File: src/rtl/risc8_pkg.sv
`default_nettype none
// +--------------------------------------------------------------------+
// | risc8_pkg : shared RISC8 types, instruction-size helper, defaults  |
// | rev 1.0                                                            |
// +--------------------------------------------------------------------+
package risc8_pkg;

  localparam logic [15:0] DEFAULT_RESET_VECTOR = 16'h0000;

  typedef enum logic [7:0] {
    I_NOP  = 8'h00,
    I_LDI  = 8'h10,
    I_ADD  = 8'h20,
    I_SUB  = 8'h21,
    I_AND  = 8'h30,
    I_OR   = 8'h31,
    I_LD   = 8'h40,
    I_ST   = 8'h41,
    I_JMP  = 8'h80,
    I_BZ   = 8'h81,
    I_CALL = 8'h90,
    I_RET  = 8'h91,
    I_HALT = 8'hFF
  } e_instr;

  // Instruction size minus one, shared with control/datapath.
  typedef enum logic [1:0] {
    SZ1 = 2'd0,
    SZ2 = 2'd1,
    SZ3 = 2'd2,
    SZ4 = 2'd3
  } e_isize;

  function automatic logic [2:0] isize_bytes(input e_isize sz);
    logic [2:0] n;
    n = 3'd1;
    case (sz)
      SZ1: n = 3'd1;
      SZ2: n = 3'd2;
      SZ3: n = 3'd3;
      SZ4: n = 3'd4;
    endcase
    return n;
  endfunction

endpackage
`default_nettype wire

File: src/rtl/risc8_byteq.sv
`default_nettype none
// +--------------------------------------------------------------------+
// | risc8_byteq : byte FIFO, single push, 0..4 pops/cycle, 4-byte peek |
// | rev 1.0                                                            |
// +--------------------------------------------------------------------+
module risc8_byteq #(
  parameter int DEPTH = 6,
  parameter int CW    = $clog2(DEPTH + 1)
) (
  input  logic          clk,
  input  logic          rst_n,
  input  logic          flush,
  input  logic          push,
  input  logic [7:0]    push_data,
  input  logic [2:0]    pop_n,
  output logic [CW-1:0] count,
  output logic [31:0]   peek
);

  // Byte 0 lives at the LSBs; every byte above count is kept at zero,
  // so the peek window reads 0 for invalid bytes without masking.
  logic [DEPTH*8-1:0] r_flat;
  logic [CW-1:0]      r_count;

  logic [DEPTH*8-1:0] w_shift;
  logic [DEPTH*8-1:0] w_ins;
  logic [CW-1:0]      w_kept;

  always_comb begin
    w_kept  = r_count - CW'(pop_n);
    w_shift = r_flat >> {pop_n, 3'b000};
    w_ins   = '0;
    if (push) begin
      w_ins = {{(DEPTH*8-8){1'b0}}, push_data} << {w_kept, 3'b000};
    end
  end

  always_ff @(posedge clk or negedge rst_n) begin
    if (!rst_n) begin
      r_flat  <= '0;
      r_count <= '0;
    end else if (flush) begin
      r_flat  <= '0;
      r_count <= '0;
    end else begin
      r_flat  <= w_shift | w_ins;
      r_count <= w_kept + CW'(push);
    end
  end

  assign count = r_count;
  assign peek  = r_flat[31:0];

endmodule
`default_nettype wire

File: src/rtl/risc8_fetch.sv
`default_nettype none
// +--------------------------------------------------------------------+
// | risc8_fetch : ROM byte prefetcher feeding the instruction decoder  |
// | rev 1.0                                                            |
// +--------------------------------------------------------------------+
module risc8_fetch
  import risc8_pkg::*;
#(
  parameter int          DEPTH        = 6,
  parameter logic [15:0] RESET_VECTOR = DEFAULT_RESET_VECTOR
) (
  input  logic        clk,
  input  logic        rst_n,
  output logic        mem_rd,
  output logic [15:0] mem_addr,
  input  logic [7:0]  mem_rdata,
  output e_instr      instr,
  output logic [23:0] imm,
  output logic [2:0]  avail,
  output logic [15:0] pc,
  input  logic        consume,
  input  logic [1:0]  isize,
  input  logic        redirect,
  input  logic [15:0] redirect_pc,
  output logic        err
);

  localparam int CW = $clog2(DEPTH + 1);

  logic [15:0]   r_fptr;
  logic [15:0]   r_pc;
  logic          r_inflight;
  logic          r_err;
  logic          r_run;

  logic [CW-1:0] w_count;
  logic [31:0]   w_peek;
  logic [2:0]    w_need;
  logic [2:0]    w_pop_n;
  logic          w_legal;
  logic          w_take;
  logic          w_issue;

  always_comb begin
    avail   = (w_count > CW'(4)) ? 3'd4 : w_count[2:0];
    w_need  = isize_bytes(e_isize'(isize));
    w_legal = (avail >= w_need);
    w_take  = consume & w_legal & ~redirect;
    w_pop_n = w_take ? w_need : 3'd0;
    // Counting the in-flight byte against capacity is what rules out overflow.
    w_issue = r_run & ~redirect &
              (({1'b0, w_count} + {{CW{1'b0}}, r_inflight}) < (CW+1)'(DEPTH));
  end

  // A redirect empties the queue on the same edge the stale byte would land,
  // which is how an in-flight read is squashed.
  risc8_byteq #(
    .DEPTH (DEPTH),
    .CW    (CW)
  ) u_byteq (
    .clk       (clk),
    .rst_n     (rst_n),
    .flush     (redirect),
    .push      (r_inflight),
    .push_data (mem_rdata),
    .pop_n     (w_pop_n),
    .count     (w_count),
    .peek      (w_peek)
  );

  always_ff @(posedge clk or negedge rst_n) begin
    if (!rst_n) begin
      r_fptr     <= RESET_VECTOR;
      r_pc       <= RESET_VECTOR;
      r_inflight <= 1'b0;
      r_err      <= 1'b0;
      r_run      <= 1'b0;
    end else begin
      r_run      <= 1'b1;
      r_inflight <= w_issue;
      r_err      <= consume & ~w_legal & ~redirect;
      if (redirect) begin
        r_fptr <= redirect_pc;
        r_pc   <= redirect_pc;
      end else begin
        if (w_issue) r_fptr <= r_fptr + 16'd1;
        if (w_take)  r_pc   <= r_pc + 16'(w_need);
      end
    end
  end

  assign mem_rd   = w_issue;
  assign mem_addr = r_fptr;
  assign instr    = e_instr'(w_peek[7:0]);
  assign imm      = w_peek[31:8];
  assign pc       = r_pc;
  assign err      = r_err;

endmodule
`default_nettype wire

File: config.mk
export PLATFORM = sky130hd
export DESIGN_NAME = risc8_fetch
export DESIGN_NICKNAME = d
export VERILOG_FILES = /design/src/rtl/risc8_pkg.sv /design/src/rtl/risc8_byteq.sv /design/src/rtl/risc8_fetch.sv
export SDC_FILE = /design/constraint.sdc
export NUM_CORES = 1
export LEC_CHECK = 0
export ABC_AREA = 0
export CORE_MARGIN = 2
export CORE_UTILIZATION = 35
export DETAILED_ROUTE_END_ITERATION = 10
export DONT_BUFFER_PORTS = 1
export PLACE_DENSITY_LB_ADDON = 0.08
export SLEW_MARGIN = 20
export SYNTH_ARGS = -nofsm -noshare
export SYNTH_HDL_FRONTEND = slang
export SYNTH_SLANG_ARGS = --single-unit
File: constraint.sdc
create_clock -name clk -period 4.6 [get_ports clk]
set_clock_uncertainty 0.1 [all_clocks]
set_input_delay 0.92 -clock clk [delete_from_list [all_inputs] [get_ports clk]]
set_output_delay 0.92 -clock clk [all_outputs]
set_load 0.01 [all_outputs]
* Word level (Yosys, flattened, before mapping)
Index checks and enable logic that the tools add are counted.
** Storage, ports and cells
- Bits in registers :: 86
- Input bits :: 30
- Output and inout port bits :: 69
- Word-level logic and storage cells :: 42
** Operators by class
- Add/sub/neg operators :: 5
- Order comparisons :: 3
- Equal/unequal tests :: 3
- Shifts and indexed selects :: 2
- Multiplexer cells :: 10
- Bitwise gates (word level) :: 9
- Reductions and logical operators :: 3
** Operators with widths (number)
- two-way mux 48 bit :: 2
- two-way mux 16 bit :: 4
- OR 48 bit :: 1
- << shifter 8 x 6 -> 48 bit :: 1
- >> shifter 48 x 6 -> 48 bit :: 1
- adder 16 x 1 -> 16 bit, second input constant :: 1
- adder 16 x 3 -> 16 bit :: 1
- case mux 3 bit (4 select lines) :: 1
- two-way mux 3 bit :: 3
- AND 1 bit :: 6
- adder 3 x 1 -> 4 bit :: 1
- == test 2 bit, second input constant :: 2
- less-than comparator 4 x 3 -> 1 bit, second input constant :: 1
- nonzero test 2 bit :: 2
- adder 3 x 1 -> 3 bit :: 1
- greater-or-equal comparator 3 bit :: 1
- greater-than comparator 3 bit, second input constant :: 1
- subtractor 3 bit :: 1
- == test 2 x 1 -> 1 bit, second input constant :: 1
- zero test 2 bit :: 1
- NOT 1 bit :: 2

* Longest topological paths before layout
- Word-level depth :: 11
- Mapped depth :: 18
- Gate-level depth less buffers :: 14

* By module
Synthesis repeated with hierarchy kept, for this count alone.
** Second synthesis, totals
- Cell total of the unflattened synthesis :: 566
- Area total of the unflattened synthesis :: 5605.4 sq um
** By module, submodules not included
- risc8_byteq :: instances 1, cells an instance 332, area each 3372.0 sq um, seq. area each 1276.2 sq um
- risc8_fetch :: instances 1, cells an instance 234, area each 2233.4 sq um, seq. area each 875.8 sq um

* Worst setup path before layout
No wires, ideal clock.
- Path type :: in2reg
- From :: input isize[0]
- To :: register u_byteq.r_flat[40]
- Setup time :: 0.122 ns
- Arrival time :: 4.279 ns
- Required time :: 4.378 ns
- Slack :: 0.099 ns
- Stages :: 16
- Cell sequence :: inv_1 -> ha_1 -> nor2_1 -> buf_2 -> inv_2 -> clkbuf_1 -> ha_1 -> nor2b_1 -> o21a_1 -> nor3_2 -> clkbuf_1 -> fa_1 -> and2_1 -> clkbuf_1 -> nor3b_2 -> a32o_1
** Between the ends
- Cells in the longest elaborated chain, start to end :: 11
- Elaborated cells on any way between the ends :: 15
- Those cells by class :: add/sub: 1; order compare: 1; eq/ne: 3; shift: 2; mux: 4; bitwise: 3; reduce/logical: 1
** Ends and longest elaborated chain
- start, declared :: RTL line risc8_fetch.sv:22 : input logic [1:0] isize,
- == test 2 bit (tied with other cells) :: RTL line risc8_pkg.sv:37 : case (sz)
- case mux 3 bit (4 select lines) * :: RTL line risc8_pkg.sv:37
- greater-or-equal comparator 3 bit :: RTL line risc8_fetch.sv:47 : w_legal = (avail >= w_need);
- AND 1 bit (2 in series) :: RTL line risc8_fetch.sv:48 : w_take = consume & w_legal & ~redirect;
- two-way mux 3 bit * :: RTL line risc8_fetch.sv:49 : w_pop_n = w_take ? w_need : 3'd0;
- subtractor 3 bit :: RTL line risc8_byteq.sv:30 : w_kept = r_count - CW'(pop_n);
- << shifter 8 x 6 -> 48 bit :: RTL line risc8_byteq.sv:34 : w_ins = {{(DEPTH*8-8){1'b0}}, push_data} << {w_kept, 3'b000};
- two-way mux 48 bit :: RTL line risc8_byteq.sv:33 : if (push) begin
- OR 48 bit * :: RTL line risc8_byteq.sv:46 : r_flat <= w_shift | w_ins;
- two-way mux 48 bit * :: RTL line risc8_byteq.sv:42 : end else if (flush) begin
- end signal, assigned :: RTL line risc8_byteq.sv:46
- end, declared :: RTL line risc8_byteq.sv:22 : logic [DEPTH*8-1:0] r_flat;
Mark *: on every way between the ends. The rest lies on a longest branch, timed or not.
A chain may end at the register's enable or synchronous reset.

* Worst setup path in the final report
- From :: input isize[0]
- To :: register u_byteq.r_flat[16]
The elaborated chain is that of the path after synthesis.

==> impl_metrics.env <==
export IMPL_regToRegStartpoint="u_byteq.count[2]"
export IMPL_startpoint_type="input pin"
export IMPL_stdcell_area_um2=5650
export IMPL_wl_per_cell_um=22.2
export IMPL_die_area_um2=16300
export IMPL_drive_gt1_share_pct=12.8
export IMPL_area_growth_pct=5.54
export IMPL_dpl_cell_area_um2=5330
export IMPL_dr_pass1_iters=4
export IMPL_worstPathArrival_ns=4.14
export IMPL_cp_cell_sequence="inv_1 > ha_1 > inv_1 > ha_1 > a21oi_1 > o21a_1 > nor3_4 > fa_1 > xnor2_1 > xnor2_2 > nand3_1 > o22ai_1"
export IMPL_start_util_pct=35.5
export IMPL_clockBufferDepth=2
export IMPL_ios=99
export IMPL_end_kind="register"
export IMPL_port_buffers=0
export IMPL_cts_buffers=9
export IMPL_criticalPathCategory="in -> reg"
export IMPL_yosys_top_cells_area="dfrtp_1 (40%), nand2_1 (5.1%), mux2i_1 (5.0%), buf_4 (4.8%), mux2_2 (4.4%)"
export IMPL_worstMarginPinSlew_ns=0.743
export IMPL_cts_setup_buffers=0
export IMPL_hold_path_class="in -> async"
export IMPL_ys_warn_count=0
export IMPL_clockRootBuffer="clkbuf_16"
export IMPL_detail_route_antenna_nets=0
export IMPL_fillCellCount=1542
export IMPL_p_per_area_nw_per_um2=392
export IMPL_grt_usage_pct=20.3
export IMPL_dieWidth_um=128
export IMPL_finalCriticalPeriod_ns=3.98
export IMPL_worstSetupStartpoint="isize[0]"
export IMPL_rows=45
export IMPL_ir_drop_v=0.000209
export IMPL_drtIter0Drc=280
export IMPL_cts_resized=0
export IMPL_chipHeight_um=128
export IMPL_core_area_um2=15100
export IMPL_yosysSeqAreaShare_pct=40.2
export IMPL_cts_tree="done"
export IMPL_synth_cells=570
export IMPL_max_cap_violations=0
export IMPL_timing_setup_tns_ns=0
export IMPL_worstPathRequired_ns=4.76
export IMPL_path_buf_inv=2
export IMPL_gp_congestion=0.822
export IMPL_syn_area_per_cell_um2=9.39
export IMPL_finalSetupViolCount=0
export IMPL_worstPathMaxFanout=13
export IMPL_rsz0062_at_grt="no"
export IMPL_regArea_um2=2150
export IMPL_postCtsHoldBufs=0
export IMPL_place_detailed_hpwl_um=10600
export IMPL_synth_area_um2=5350
export IMPL_h_tree_depth=3
export IMPL_path_delay_family="adder cells"
export IMPL_viasPerCell=5.79
export IMPL_synth_area_leader_cell="dfrtp_1"
export IMPL_relSlewSlack_pct=50.0
export IMPL_wl_um=16100
export IMPL_clock_sinks=86
export IMPL_insertion_delay_ns=0.35
export IMPL_slew_violations=0
export IMPL_drc_errors=0
export IMPL_slowest_stage="nand3_1"
export IMPL_synth_top_area_share_pct=40.2
export IMPL_power_total_mw=2.22
export IMPL_min_period_over_period_pct=86.5
export IMPL_status="finished clean"
export IMPL_grt_remaining_overflow=0
export IMPL_fmax_mhz=251
export IMPL_grt_max_degree=87
export IMPL_nets=577
export IMPL_synth_seq_cells=86
export IMPL_grt_pass1_vias=4403
export IMPL_clk_pin_slew_ns=0.07
export IMPL_grt_pass1_wl_um=25300
export IMPL_multi_input_comb_area_um2=2770
export IMPL_synth_distinct_cells=57
export IMPL_p_leak_nw=2.44
export IMPL_final_hold_viol_count=0
export IMPL_syn_nets=614
export IMPL_cp_slowest_stage_delay_ns=0.50
export IMPL_vias=4205
export IMPL_n_antenna_cell=0
export IMPL_antenna_found_initial=0
[cell families after synthesis]
kind of cell,Yosys count,synth area share [%]
flip-flops,86,40.2
buffers and inverters,79,8.13
multiplexers,48,9.46
adder cells (fa/ha/maj),14,3.55
XOR/XNOR,18,3.09
AND/OR/NAND/NOR,184,17.6
AO/OA/AOI/OAI,140,17.9
other,1,0.0700
[synth_stat cells (all sizes together)]
cell type and number:
nand4b 1, o22ai 24, mux2i 27, a22o 1, o21ai 28, buf 43, o211a 4, inv 18
a32o 7, nand3 21, a211oi 4, and3 13, nand4 21, a311oi 1, or3 1, xor2 9
dfrtp 86, clkbuf 18, nand2b 10, a2bb2oi 8, nor2 20, a21o 1, a31oi 17, a41oi 3
a31o 6, nand2 75, and2 4, a21oi 18, nor3b 1, fa 2, a2111o 1, xnor2 9
nor2b 5, or2 1, nand3b 1, nor4 4, o211ai 8, conb 1, o21a 1, ha 12
mux2 21, nor3 6, a221oi 8
[metal layers]
metal	global-route usage [%]	share of wire, %
met4	5.95	0.96
met1	24.1	41
met2	35.7	52
met3	5.93	6.1
met5	0	0
[sequential cells by signal (all words and copies together) (netlist names)]
name	flops
mem_addr	16
u_byteq.r_flat	48
u_byteq.count	3
r_run	1
pc	16
r_inflight	1
err	1
[cell type report]
type	count	share of cell area [%]
Timing Repair Buffer	13	1.73
Tap cell	188	4.16
Sequential cell	86	38.1
Multi-Input combinational cell	405	49.1
Clock inverter	5	1.46
Inverter	18	1.20
Clock buffer	11	4.30
[layout by cell type (no fill, tap or decap), drive strengths merged, types with 4 or more instances in the layout]
master   count
a32o         7
buf         13
nor4         4
a211oi       4
a21oi       18
mux2        21
a221oi       8
and2         4
o21ai       28
nand2b      10
o211a        4
nor3         6
o211ai       8
o22ai       24
nand3       21
nor2        20
mux2i       27
clkbuf      11
and3        13
xor2         9
xnor2        9
dfrtp       86
ha          12
a2bb2oi      8
nor2b        5
nand4       21
a31o         6
nand2       75
inv         18
a31oi       17
[where the power goes]
group | leakage, nW | switching, mW | internal, mW | total, mW
clock network | 0.160 | 0.325 | 0.492 | 0.817
logic | 1.16 | 0.274 | 0.181 | 0.455
registers | 1.12 | 0.119 | 0.825 | 0.945
[final timing paths]
path / to / slack (ns) / cells after the start
worst min-delay path: u_byteq.r_flat[0] / 0.16 / 0
worst max register to register: u_byteq.r_flat[16] / 1.00 / 10
worst min register to register: u_byteq.r_flat[43] / 0.47 / 1
min in group clk: u_byteq.r_flat[43] / 0.47 / 1
max in group asynchronous: pc[13] / 4.10 / 0
worst max-delay path: u_byteq.r_flat[16] / 0.62 / 12
[metrics by stage]
step | instances | hold WS [ns] | util [%] | setup slack (ns)
floorplan | 570 | 0.409 | - | 0.0994
finish | 726 | 0.159 | 37.4 | 0.622
detailed placement | 710 | 0.449 | 35.3 | 0.284
global route | 726 | 0.139 | 37.4 | 0.404
global placement | 710 | 0.448 | 35.3 | 0.397
CTS | 726 | 0.144 | 37.4 | 0.644
Note: power is estimated with default switching activity, not from simulation.
